`src/rtl/led_scan_scheduler.sv`:
```
// Row-scan sequencer for a double-buffered LED matrix: fetch, blank, PWM-drive each row,
// and swap display banks only at frame boundaries (or while idle) through a req/ack handshake.
module led_scan_scheduler #(
  parameter int ROWS         = 16,
  parameter int COLS         = 104,
  parameter int PWM_BITS     = 8,
  parameter int BLANK_CYCLES = 4,
  parameter int MEM_LAT      = 1
) (
  input  logic                clk,
  input  logic                rst,
  input  logic                enable,
  input  logic [PWM_BITS-1:0] intensity,
  input  logic                swap_req,
  output logic                swap_ack,
  output logic                active_bank,
  output logic                rd_en,
  output logic                rd_bank,
  output logic [3:0]          rd_row,
  input  logic [COLS-1:0]     rd_data,
  output logic                frame_start,
  output logic [COLS-1:0]     columns,
  output logic [ROWS-1:0]     rows
);

  localparam int BC_W = (BLANK_CYCLES > 1) ? $clog2(BLANK_CYCLES) : 1;

  typedef enum logic [1:0] {
    ST_IDLE  = 2'd0,
    ST_BLANK = 2'd1,
    ST_DRIVE = 2'd2
  } state_t;

  state_t              r_state;
  state_t              w_state_nxt;
  logic [BC_W-1:0]     r_blank_cnt;
  logic [PWM_BITS-1:0] r_pwm_cnt;
  logic [PWM_BITS-1:0] r_int_l;
  logic [3:0]          r_row;
  logic [COLS-1:0]     r_row_buf;
  logic                r_active_bank;
  logic                r_swap_ack;
  logic                r_swap_blk;
  logic [ROWS-1:0]     r_rows;
  logic [COLS-1:0]     r_columns;

  logic w_blank_last;
  logic w_mem_cap;
  logic w_pwm_last;
  logic w_row_last;
  logic w_rd_en;
  logic w_frame_start;
  logic w_lit;
  logic w_swap;

  assign w_blank_last = (r_blank_cnt == BC_W'(BLANK_CYCLES - 1));
  assign w_mem_cap    = (r_blank_cnt == BC_W'(MEM_LAT));
  assign w_pwm_last   = (r_pwm_cnt == {PWM_BITS{1'b1}});
  assign w_row_last   = (r_row == 4'(ROWS - 1));

  // State register
  always_ff @(posedge clk) begin
    if (rst) begin
      r_state <= ST_BLANK;
    end else begin
      r_state <= w_state_nxt;
    end
  end

  // Next-state logic; a row always runs its full DRIVE before enable is honoured
  always_comb begin
    w_state_nxt = r_state;
    case (r_state)
      ST_BLANK: begin
        if (w_blank_last) w_state_nxt = ST_DRIVE;
        else              w_state_nxt = ST_BLANK;
      end
      ST_DRIVE: begin
        if (w_pwm_last) w_state_nxt = enable ? ST_BLANK : ST_IDLE;
        else            w_state_nxt = ST_DRIVE;
      end
      ST_IDLE: begin
        if (enable) w_state_nxt = ST_BLANK;
        else        w_state_nxt = ST_IDLE;
      end
      default: w_state_nxt = ST_BLANK;
    endcase
  end

  // Output decode: RAM strobe, PWM gate and swap point
  always_comb begin
    w_rd_en       = 1'b0;
    w_frame_start = 1'b0;
    w_lit         = 1'b0;
    w_swap        = 1'b0;
    case (r_state)
      ST_BLANK: begin
        w_rd_en       = ~rst & (r_blank_cnt == '0);
        w_frame_start = ~rst & (r_blank_cnt == '0) & (r_row == 4'd0);
      end
      ST_DRIVE: begin
        w_lit  = (r_pwm_cnt < r_int_l);
        w_swap = w_pwm_last & w_row_last & swap_req;
      end
      ST_IDLE: begin
        w_swap = swap_req & ~r_swap_blk;
      end
      default: begin
        w_lit = 1'b0;
      end
    endcase
  end

  // Scan counters, row fetch latch and brightness latch
  always_ff @(posedge clk) begin
    if (rst) begin
      r_blank_cnt <= '0;
      r_pwm_cnt   <= '0;
      r_int_l     <= '0;
      r_row       <= 4'd0;
      r_row_buf   <= '0;
    end else begin
      case (r_state)
        ST_BLANK: begin
          if (w_blank_last) begin
            r_blank_cnt <= '0;
            r_int_l     <= intensity;
            r_pwm_cnt   <= '0;
          end else begin
            r_blank_cnt <= r_blank_cnt + BC_W'(1);
          end
          if (w_mem_cap) r_row_buf <= rd_data;
        end
        ST_DRIVE: begin
          r_pwm_cnt <= r_pwm_cnt + PWM_BITS'(1);
          if (w_pwm_last) r_row <= w_row_last ? 4'd0 : r_row + 4'd1;
        end
        default: begin
          r_blank_cnt <= '0;
        end
      endcase
    end
  end

  // Bank swap handshake; r_swap_blk stops a held request re-swapping every idle cycle
  always_ff @(posedge clk) begin
    if (rst) begin
      r_active_bank <= 1'b0;
      r_swap_ack    <= 1'b0;
      r_swap_blk    <= 1'b0;
    end else begin
      if (w_swap) r_active_bank <= ~r_active_bank;
      r_swap_ack <= w_swap;
      r_swap_blk <= w_swap | (r_swap_blk & swap_req);
    end
  end

  // Registered active-low latch drive
  always_ff @(posedge clk) begin
    if (rst) begin
      r_rows    <= '1;
      r_columns <= '1;
    end else begin
      r_rows    <= w_lit ? ~(ROWS'(1) << r_row) : '1;
      r_columns <= w_lit ? ~r_row_buf : '1;
    end
  end

  assign swap_ack    = r_swap_ack;
  assign active_bank = r_active_bank;
  assign rd_en       = w_rd_en;
  assign rd_bank     = r_active_bank;
  assign rd_row      = r_row;
  assign frame_start = w_frame_start;
  assign columns     = r_columns;
  assign rows        = r_rows;

endmodule

```
`config.mk`:
```
export PLATFORM = sky130hd
export DESIGN_NAME = led_scan_scheduler
export DESIGN_NICKNAME = d
export VERILOG_FILES = /design/src/rtl/led_scan_scheduler.sv
export SDC_FILE = /design/constraint.sdc
export NUM_CORES = 1
export LEC_CHECK = 0
export ABC_AREA = 1
export CAP_MARGIN = 40
export CORE_ASPECT_RATIO = 0.75
export CORE_MARGIN = 2
export CORE_UTILIZATION = 25
export CTS_BUF_LIST = sky130_fd_sc_hd__clkbuf_2 sky130_fd_sc_hd__clkbuf_4 sky130_fd_sc_hd__clkbuf_8
export DETAILED_ROUTE_END_ITERATION = 10
export GPL_TIMING_DRIVEN = 0
export MAX_ROUTING_LAYER = met4
export PLACE_DENSITY = 0.58
export SLEW_MARGIN = 20
export SYNTH_ARGS = -nofsm -noshare
export SYNTH_HDL_FRONTEND = slang
export SYNTH_SLANG_ARGS = --single-unit
export TNS_END_PERCENT = 30
```
`constraint.sdc`:
```
create_clock -name clk -period 1.7 [get_ports clk]
set_input_delay 0.425 -clock clk [delete_from_list [all_inputs] [get_ports clk]]
set_output_delay 0.425 -clock clk [all_outputs]
set_load 0.02 [all_outputs]
```
==> out/qor.yml <==
clk_pin_slew_ns: 0.06
cts_htree_levels: 2
clock_latency_on_the_worst_skew_pair_ns: 0.56
cp_max_fo: 2
global_route.usage.met3_pct: 4.496
timing.critical_path.buf_inv: 4
worst_hold_slack_ns: 0.3964
gp_routability_congestion: 0.8259
floorplan.io_pins: 245
layout_worst_path_cycle_share_pct: 125.0
final.setup.tns_ns: -0.7785
critPathLaunchType: "flip-flop"
routed_wl_mm: 30.24
initial_antenna_violation_count: 1
use_met2_pct: 23.04
die_outline_area_um2: 37830
grt_remaining_overflow: 0
grtUsageTotal_pct: 15.27
final_nets: 1402
firstDrtPassIters: 5
cp_slowest_cell: "sky130_fd_sc_hd__dfxtp_4"
worst-endpoint-arrival_ns: 1.70
synthesis.instances: 958
dp_hpwl_mm: 20.24
wire_per_inst_um: 17.15
edff_count_synth: 0
use_met1_pct: 19.86
gr-max-usage-layer: "met2"
synth_nets: 1091
timing.fmax_mhz: 470.6
number_of_global_route_vias_before_repair: 7767
grt_start_max_net_pins: 12
cts_tree: "done"
power_density_nw_per_um2: 1351
worst-endpoint-required_ns: 1.27
initial_cell_density_of_the_core_pct: 25.32
design.core.area_um2: 35810
flow.area_growth_from_synthesis_pct: 50.85
post_dr_vias_cell: 4.450
crit_family: "simple AND/OR/NAND/NOR gates"
yosysSeqAreaShare_pct: 55.42
die_h_um: 168.9
timing_worst_slew_pin_value_ns: 0.6920
grt_pass1_wl_mm: 43.56
ant_nets: 0
report.final.setup_viol: 2
total_leakage_power_nw: 4.844
crit_chain: "nor2_4 > buf_6 > buf_12 > inv_4 > nor2_4 > and2_4 > buf_6"
final_critical_path_setup_slack_ns: -0.4251
yosysUniqueCellTypes: 27
post_route_cells_drive_above_1_share_pct: 25.60
synth.cell_area_um2: 9067
placement.io_buffers: 243
report.final.slew_viol_count: 0
detail_route.iter0.violations: 409
detail_route.drc_violations: 0
fin_worst_skew_ns: 0.01894
max-vdd-ir-drop_v: 0.0006089
synth_area_per_cell_um2: 9.465
postSynthRegisterBits: 251
numClockSinks: 251
rsz0062_at_grt: "yes"
route.vias.total: 7846
period_needed_ns: 2.125
yosys_most_used_dff: "sky130_fd_sc_hd__dfxtp_1"
cts_hold_buffers: 0
async_set_or_reset_flop_fraction_in_the_synthesized_netlist_pct: 0
critPathKind: "reg -> out"
cts_inserted_buffers: 42
postPlaceCellArea_um2: 12090
drv.max_cap_violation_count: 0
cts-root-to-sink-buffers: 3
clockRootBuffer: "sky130_fd_sc_hd__clkbuf_8"
placementRows: 60
min_path_type: "reg -> reg"
number_of_endpoints_with_negative_hold_slack_in_the_final_report: 0
yosys_warn_count: 0
outcome: "finished, violations left"
cpPeakStageDelay_ns: 0.35
area_of_all_placed_cells_without_fillers_um2: 13680
cp-end-kind: "primary output"
width_of_the_die_um: 223.9
timing.max_slew.rel_slack_pct: 53.87
violations: "setup timing"
==> synth_stat cells (11+ instances only) <==
cell type / number / share of area [%]
sky130_fd_sc_hd__a21oi_1: 130 / 7.2
sky130_fd_sc_hd__buf_2: 24 / 1.3
sky130_fd_sc_hd__buf_4: 11 / 0.91
sky130_fd_sc_hd__buf_8: 11 / 1.8
sky130_fd_sc_hd__clkbuf_1: 25 / 1.0
sky130_fd_sc_hd__dfxtp_1: 251 / 55
sky130_fd_sc_hd__ha_1: 17 / 2.3
sky130_fd_sc_hd__inv_1: 37 / 1.5
sky130_fd_sc_hd__nand2_1: 148 / 6.1
sky130_fd_sc_hd__nand3_1: 132 / 7.3
sky130_fd_sc_hd__nand3_2: 100 / 11
sky130_fd_sc_hd__nor2_1: 20 / 0.83
sky130_fd_sc_hd__nor3_1: 14 / 0.77
sky130_fd_sc_hd__o21ai_0: 14 / 0.77
==> worst reg2reg max path: cells and delay by family (launching register included) <==
family / cells / cell delay [ns]
DFF: 1 / 0.30
and+or+nand+nor: 3 / 0.35
adders and majority gates: 1 / 0.21
AOI/OAI and AO/OA: 1 / 0.15
buffers and inverters: 3 / 0.50
==> sequential cells by signal, indices dropped and copies added, names as in the netlist, 2 cells and up <==
register and flops:
columns 104, r_row_buf 104, rows 16, r_int_l 8, r_pwm_cnt 8, rd_row 4
r_blank_cnt 2, r_state 2
==> power by group <==
part	internal [mW]	switching [mW]
sequential	6.36	0.302
combinational	3.08	3.30
clock	2.94	2.50
total	12.4	6.10
==> layout by cell type, fill, tap and decap left out, drive strengths merged <==
master,count
o211ai,1
clkdlybuf4s50,114
clkbuf,117
a21oi,130
diode,1
buf,67
nand2,151
clkinv,7
a22oi,1
dlygate4sd2,53
nand3,232
o21ai,15
clkinvlp,3
a211oi,1
inv,42
nor3,14
dfxtp,251
ha,17
nor2,22
and2,1
clkdlybuf4s15,57
nand4,1
==> per-layer routing <==
layer	routed length, um	up-vias
met5	0	-
met4	495	0
met3	2055	45
met2	13270	257
met1	14420	3691
li1	-	3853
==> cell type report <==
cell class              count  area (um^2)
diodes                      1        2.502
plain buffers              79        777.0
clock buffers              62        778.2
clock inverters            10        65.06
fillers                  3551        22130
inverters                  42        162.7
multi-input cells         586         3507
flip-flops and latches    251         5055
well taps                 465        581.8
repair buffers            267         2749
==> repair_timing <==
action,in CTS,in global routing
gates resized for setup,250,132
endpoints found under the setup margin,353,278
pin swaps,2,6
cloned,0,16
setup buffers,5,3
==> per-stage QoR <==
step	worst slack (ns)	util [%]	power (mW)	std cells
global route	-0.5313	38.20	19.43	1763
floorplan	0.01623	-	9.795	958
global placement	-0.7918	33.75	11.16	1666
CTS	-0.4616	36.46	16.99	1743
detailed placement	-0.7947	33.75	11.20	1666
finish	-0.4251	38.20	18.48	1763
==> worst paths after layout <==
kind                 start          end  slack, ns  cells after the start
max             r_state[1]  frame_start      -0.43                      7
min          r_row_buf[74]  columns[74]       0.40                      1
max reg2reg     r_int_l[7]  columns[38]       0.07                      8
min reg2reg  r_row_buf[74]  columns[74]       0.40                      1
==> cell families (layout without fill, tap and decap cells) <==
| logic type | Yosys count | in the layout | share of synthesized area, % |
|---|---|---|---|
| compound gates | 148 | 148 | 8.252 |
| flops | 251 | 251 | 55.42 |
| buf+inv | 121 | 460 | 7.451 |
| fa+ha+maj | 17 | 17 | 2.346 |
| other cells | 0 | 1 | 0 |
| simple gates | 421 | 421 | 26.54 |
Note: power is estimated with default switching activity, not from simulation.
==> RTL change 1, RTL diff (same flow settings) <==
Re-encode `state_t` (3 states) as one-hot, 3 bits wide.
--- a/src/rtl/led_scan_scheduler.sv
+++ b/src/rtl/led_scan_scheduler.sv
@@ -25,10 +25,10 @@
 
   localparam int BC_W = (BLANK_CYCLES > 1) ? $clog2(BLANK_CYCLES) : 1;
 
-  typedef enum logic [1:0] {
-    ST_IDLE  = 2'd0,
-    ST_BLANK = 2'd1,
-    ST_DRIVE = 2'd2
+  typedef enum logic [2:0] {
+    ST_IDLE  = 3'b001,
+    ST_BLANK = 3'b010,
+    ST_DRIVE = 3'b100
   } state_t;
 
   state_t              r_state;
Function: same outputs for any inputs over 4 cycles, from zero or initial values and one cycle with rst high; so few cycles prove little.
==> RTL change 1 against the original RTL <==
- the flow still finishes with violations (negative setup slack)
- final cell count down 0.96%
- non-clock buffer count decreased by 10
- final area shrank 3.2%
- register-to-register slack worse by 0.07 ns
- core utilization is 2.4 points higher
- worst setup slack better by 0.10 ns
- count of clock-buffer cells in the layout stayed put
- routed wire length is 4.4% lower
- clock skew decreased by 0.0024 ns
- critical path depth shrank 2
- sequential cell count rose by 1
- synthesized area down 8.2%
- total power up 1.3%
- largest power group unchanged
- highest routed layer unchanged
==> RTL change 1: results (changes against the original RTL) <==
| Metric | Value |
|---|---|
| Number of clock buffers inserted by TritonCTS | 43 (was 42) |
| Share of layout cells above drive strength 1 | 21.2% (was 25.6%) |
| Number of multi-input combinational cells | 590 (was 586) |
| Drt first-iter violations | 544 (was 409) |
| Sequential cell area | 5070 sq um (was 5050 sq um) |
| Slew headroom | 61.3% (was 53.9%) |
| Count of buffers added by post-CTS timing repair for setup | 8 (was 5) |
| Area fraction of clock buffers and clock inverters | 7.08% (was 6.17%) |
| Total wire length | 28900 um (was 30200 um) |
| Worst Reg-to-Reg Cells | 11 (was 8) |
| Most area-consuming cells after synthesis | sky130_fd_sc_hd__dfxtp_1, sky130_fd_sc_hd__nor2_1, sky130_fd_sc_hd__nand3_1 (was sky130_fd_sc_hd__dfxtp_1, sky130_fd_sc_hd__nand3_2, sky130_fd_sc_hd__nand3_1) |
| Failing checks | negative setup slack (unchanged) |
| Number of buffers outside the clock class in the layout | 336 (was 346) |
| Ant diodes | 6 (was 1) |
| Total number of vias | 7629 (was 7846) |
| Status | finished with violations (unchanged) |
| Antenna violations before repair | 6 (was 1) |
| Smallest setup slack after layout | -0.322 ns (was -0.425 ns) |
| Post-layout utilization of the core | 40.6% (was 38.2%) |
| CP delay by family, top | flip-flops (was simple AND/OR/NAND/NOR gates) |
| Dpl cell area | 11300 sq um (was 12100 sq um) |
| Area taken by multi-input logic gates | 3140 sq um (was 3510 sq um) |
| Worst-path maximum fanout | 3 (was 2) |
| Post-detailed-route via-to-cell ratio | 4.37 (was 4.45) |
| Post-Synth Adder-Cell Area | 2.56% (was 2.35%) |
| FF+latch count, synth | 252 (was 251) |
| Wire length of the first global-routing pass | 41800 um (was 43600 um) |
| HPWL after detailed placement | 19500 um (was 20200 um) |
| Cells resized by post-CTS repair | 264 (was 250) |
| Final count of negative-setup-slack endpoints | 9 (was 2) |
| Overall global routing resource usage | 16.2% (was 15.3%) |
| Worst path arrival time | 1.60 ns (was 1.70 ns) |
## RTL change 1: changes by cell type in the layout (fill, tap and decap cells not counted), moves of 47 or more
cell                      change
sky130_fd_sc_hd__nand3_1     -47
sky130_fd_sc_hd__nor2_1     +205
sky130_fd_sc_hd__o21ai_0     +62
sky130_fd_sc_hd__nand2_1    -101
sky130_fd_sc_hd__nand3_2     -54
sky130_fd_sc_hd__a21oi_1    -104
## RTL change 1: metal layers
metal / track usage (%) / routed length [um] / up-vias
met5: - / 0 / -
met4: 5.27 / 665 / 0
li1: - / - / 3757
met3: 5.66 / 2350 / 49
met1: 20.6 / 13400 / 3543
met2: 24.0 / 12500 / 280
## RTL change 1: worst paths after layout
check / to / from / slack, ns
setup / recovery: frame_start / r_blank_cnt[0] / -0.32
hold / removal: columns[82] / r_row_buf[82] / 0.39
setup reg to reg: columns[70] / r_int_l[3] / 0
hold reg to reg: columns[82] / r_row_buf[82] / 0.39
==> RTL change 2, RTL diff (same flow settings) <==
Made on the original files. Set the parameter `BLANK_CYCLES` to 8 (it was 4).
--- a/src/rtl/led_scan_scheduler.sv
+++ b/src/rtl/led_scan_scheduler.sv
@@ -4,7 +4,7 @@
   parameter int ROWS         = 16,
   parameter int COLS         = 104,
   parameter int PWM_BITS     = 8,
-  parameter int BLANK_CYCLES = 4,
+  parameter int BLANK_CYCLES = 8,
   parameter int MEM_LAT      = 1
 ) (
   input  logic                clk,
Check against the original RTL: not equivalent (Yosys sat finds a counterexample within 10 cycles, from zero or initial values and one cycle with rst high).
==> RTL change 2 against the original RTL <==
- the run still ends with negative setup slack left
- maximum frequency is 6.3% higher
- synthesized cell count is 0.94% lower
- global-route usage hardly changed
- sequential cell count is 1 higher
- clock skew is 0.0029 ns higher
- non-clock buffer count is 6 lower
- final area is 3.1% lower
- routed wire length is 9.4% lower
- sequential share of layout area is 1.3 points higher
- synthesized area is 7.4% lower
- worst setup slack better by 0.13 ns
- critical path type is now input pin to output pin
- critical endpoint unchanged
- largest cell class unchanged
Power is not compared: it rests on default switching activity, and its combinational part moved more than twofold at a synthesized area within 25%.
==> RTL change 2: results (changes against the original RTL) <==
| Metric | Value |
|---|---|
| Inverter count | 43 (was 42) |
| Non-clock buffer share | 25.6% (was 25.8%) |
| Sequential cell area | 5070 sq um (was 5050 sq um) |
| Number of filler instances in the final layout | 3351 (was 3551) |
| Most used standard cells in the synthesized netlist | sky130_fd_sc_hd__dfxtp_1, sky130_fd_sc_hd__nor2_1, sky130_fd_sc_hd__nand3_1 (was sky130_fd_sc_hd__dfxtp_1, sky130_fd_sc_hd__nand2_1, sky130_fd_sc_hd__nand3_1) |
| Wire length of the first global-routing pass | 40400 um (was 43600 um) |
| Drt first-iter violations | 564 (was 409) |
| Routed wire length on met3 | 1790 um (was 2060 um) |
| Failing checks | negative setup slack (unchanged) |
| Setup crit start | rst (was r_state[1]) |
| Area taken by multi-input logic gates | 3100 sq um (was 3510 sq um) |
| Pre-CTS WS | -1.29 ns (was -0.795 ns) |
| Most area-consuming cells after synthesis | sky130_fd_sc_hd__dfxtp_1, sky130_fd_sc_hd__nor2_1, sky130_fd_sc_hd__nand3_1 (was sky130_fd_sc_hd__dfxtp_1, sky130_fd_sc_hd__nand3_2, sky130_fd_sc_hd__nand3_1) |
| Number of global-route vias before repair | 7278 (was 7767) |
| HP Start | r_row_buf[98] (was r_row_buf[74]) |
| Final count of negative-setup-slack endpoints | 2 (unchanged) |
| Status | finished with violations (unchanged) |
| Grt met3 use | 3.85% (was 4.50%) |
| Routed met2 length | 12100 um (was 13300 um) |
| Total wire length | 27400 um (was 30200 um) |
| Final setup skew | 0.0218 ns (was 0.0189 ns) |
| Maximum number of pins on one net before global-route repair | 11 (was 12) |
| Post-detailed-route via-to-cell ratio | 4.31 (was 4.45) |
| M2 GR Usage | 23.4% (was 23.0%) |
| Smallest setup slack after layout | -0.299 ns (was -0.425 ns) |
| Sequential-to-total area share from yosys stat | 60.1% (was 55.4%) |
-- RTL change 2: cell count changes after synthesis, sizes merged, moves of 2 or more --
cell,before,now
nor2,22,224
nand3,232,126
o21ai,15,120
a21oi,130,27
nand2,151,52
clkbuf,28,17
buf,51,49
nor3,14,16
-- RTL change 2: critical path: stages --
cell,delay [ns]
sky130_fd_sc_hd__clkdlybuf4s50_1,0.46
sky130_fd_sc_hd__inv_2,0.11
sky130_fd_sc_hd__buf_12,0.11
sky130_fd_sc_hd__nand2_4,0.05
sky130_fd_sc_hd__nor3_4,0.14
sky130_fd_sc_hd__and2_4,0.17
sky130_fd_sc_hd__buf_6,0.11
-- RTL change 2: power by group --
group | leakage, nW | internal, mW | switching, mW
Sequential | 2.06 | 6.19 | 0.164
Clock | 0.495 | 3.53 | 2.43
Combinational | 2.43 | 0.767 | 0.718
Total | 4.99 | 10.5 | 3.31
-- RTL change 2: logic make-up after synthesis --
family	synth area share (%)
AND/OR/NAND/NOR	21.2
flip-flops	60.1
AO/OA/AOI/OAI	8.92
buffers and inverters	7.02
adder cells (fa/ha/maj)	2.68
XOR/XNOR	0.104
-- RTL change 2: through the flow --
stage | area [sq um] | setup TNS (ns) | power (mW) | utilization [%]
3_5_place_dp | 11400 | -85.88 | 7.65 | 34.3
5_1_grt | 13300 | -0.847 | 14.5 | 39.8
6_report | 13300 | -0.560 | 13.8 | 39.8
2_1_floorplan | 8410 | 0 | 7.11 | -
4_1_cts | 12700 | -0.773 | 13.8 | 38.0
3_3_place_gp | 11400 | -83.28 | 7.62 | 34.3
-- RTL change 2: what timing repair did --
item / 4_1_cts / 5_1_grt
cloned: 3 / 9
pin swaps: 13 / 11
resized for setup: 253 / 149
buffers inserted: 18 / 4
hold buffers: 0 / 0
endpoints found under the setup margin: 309 / 230
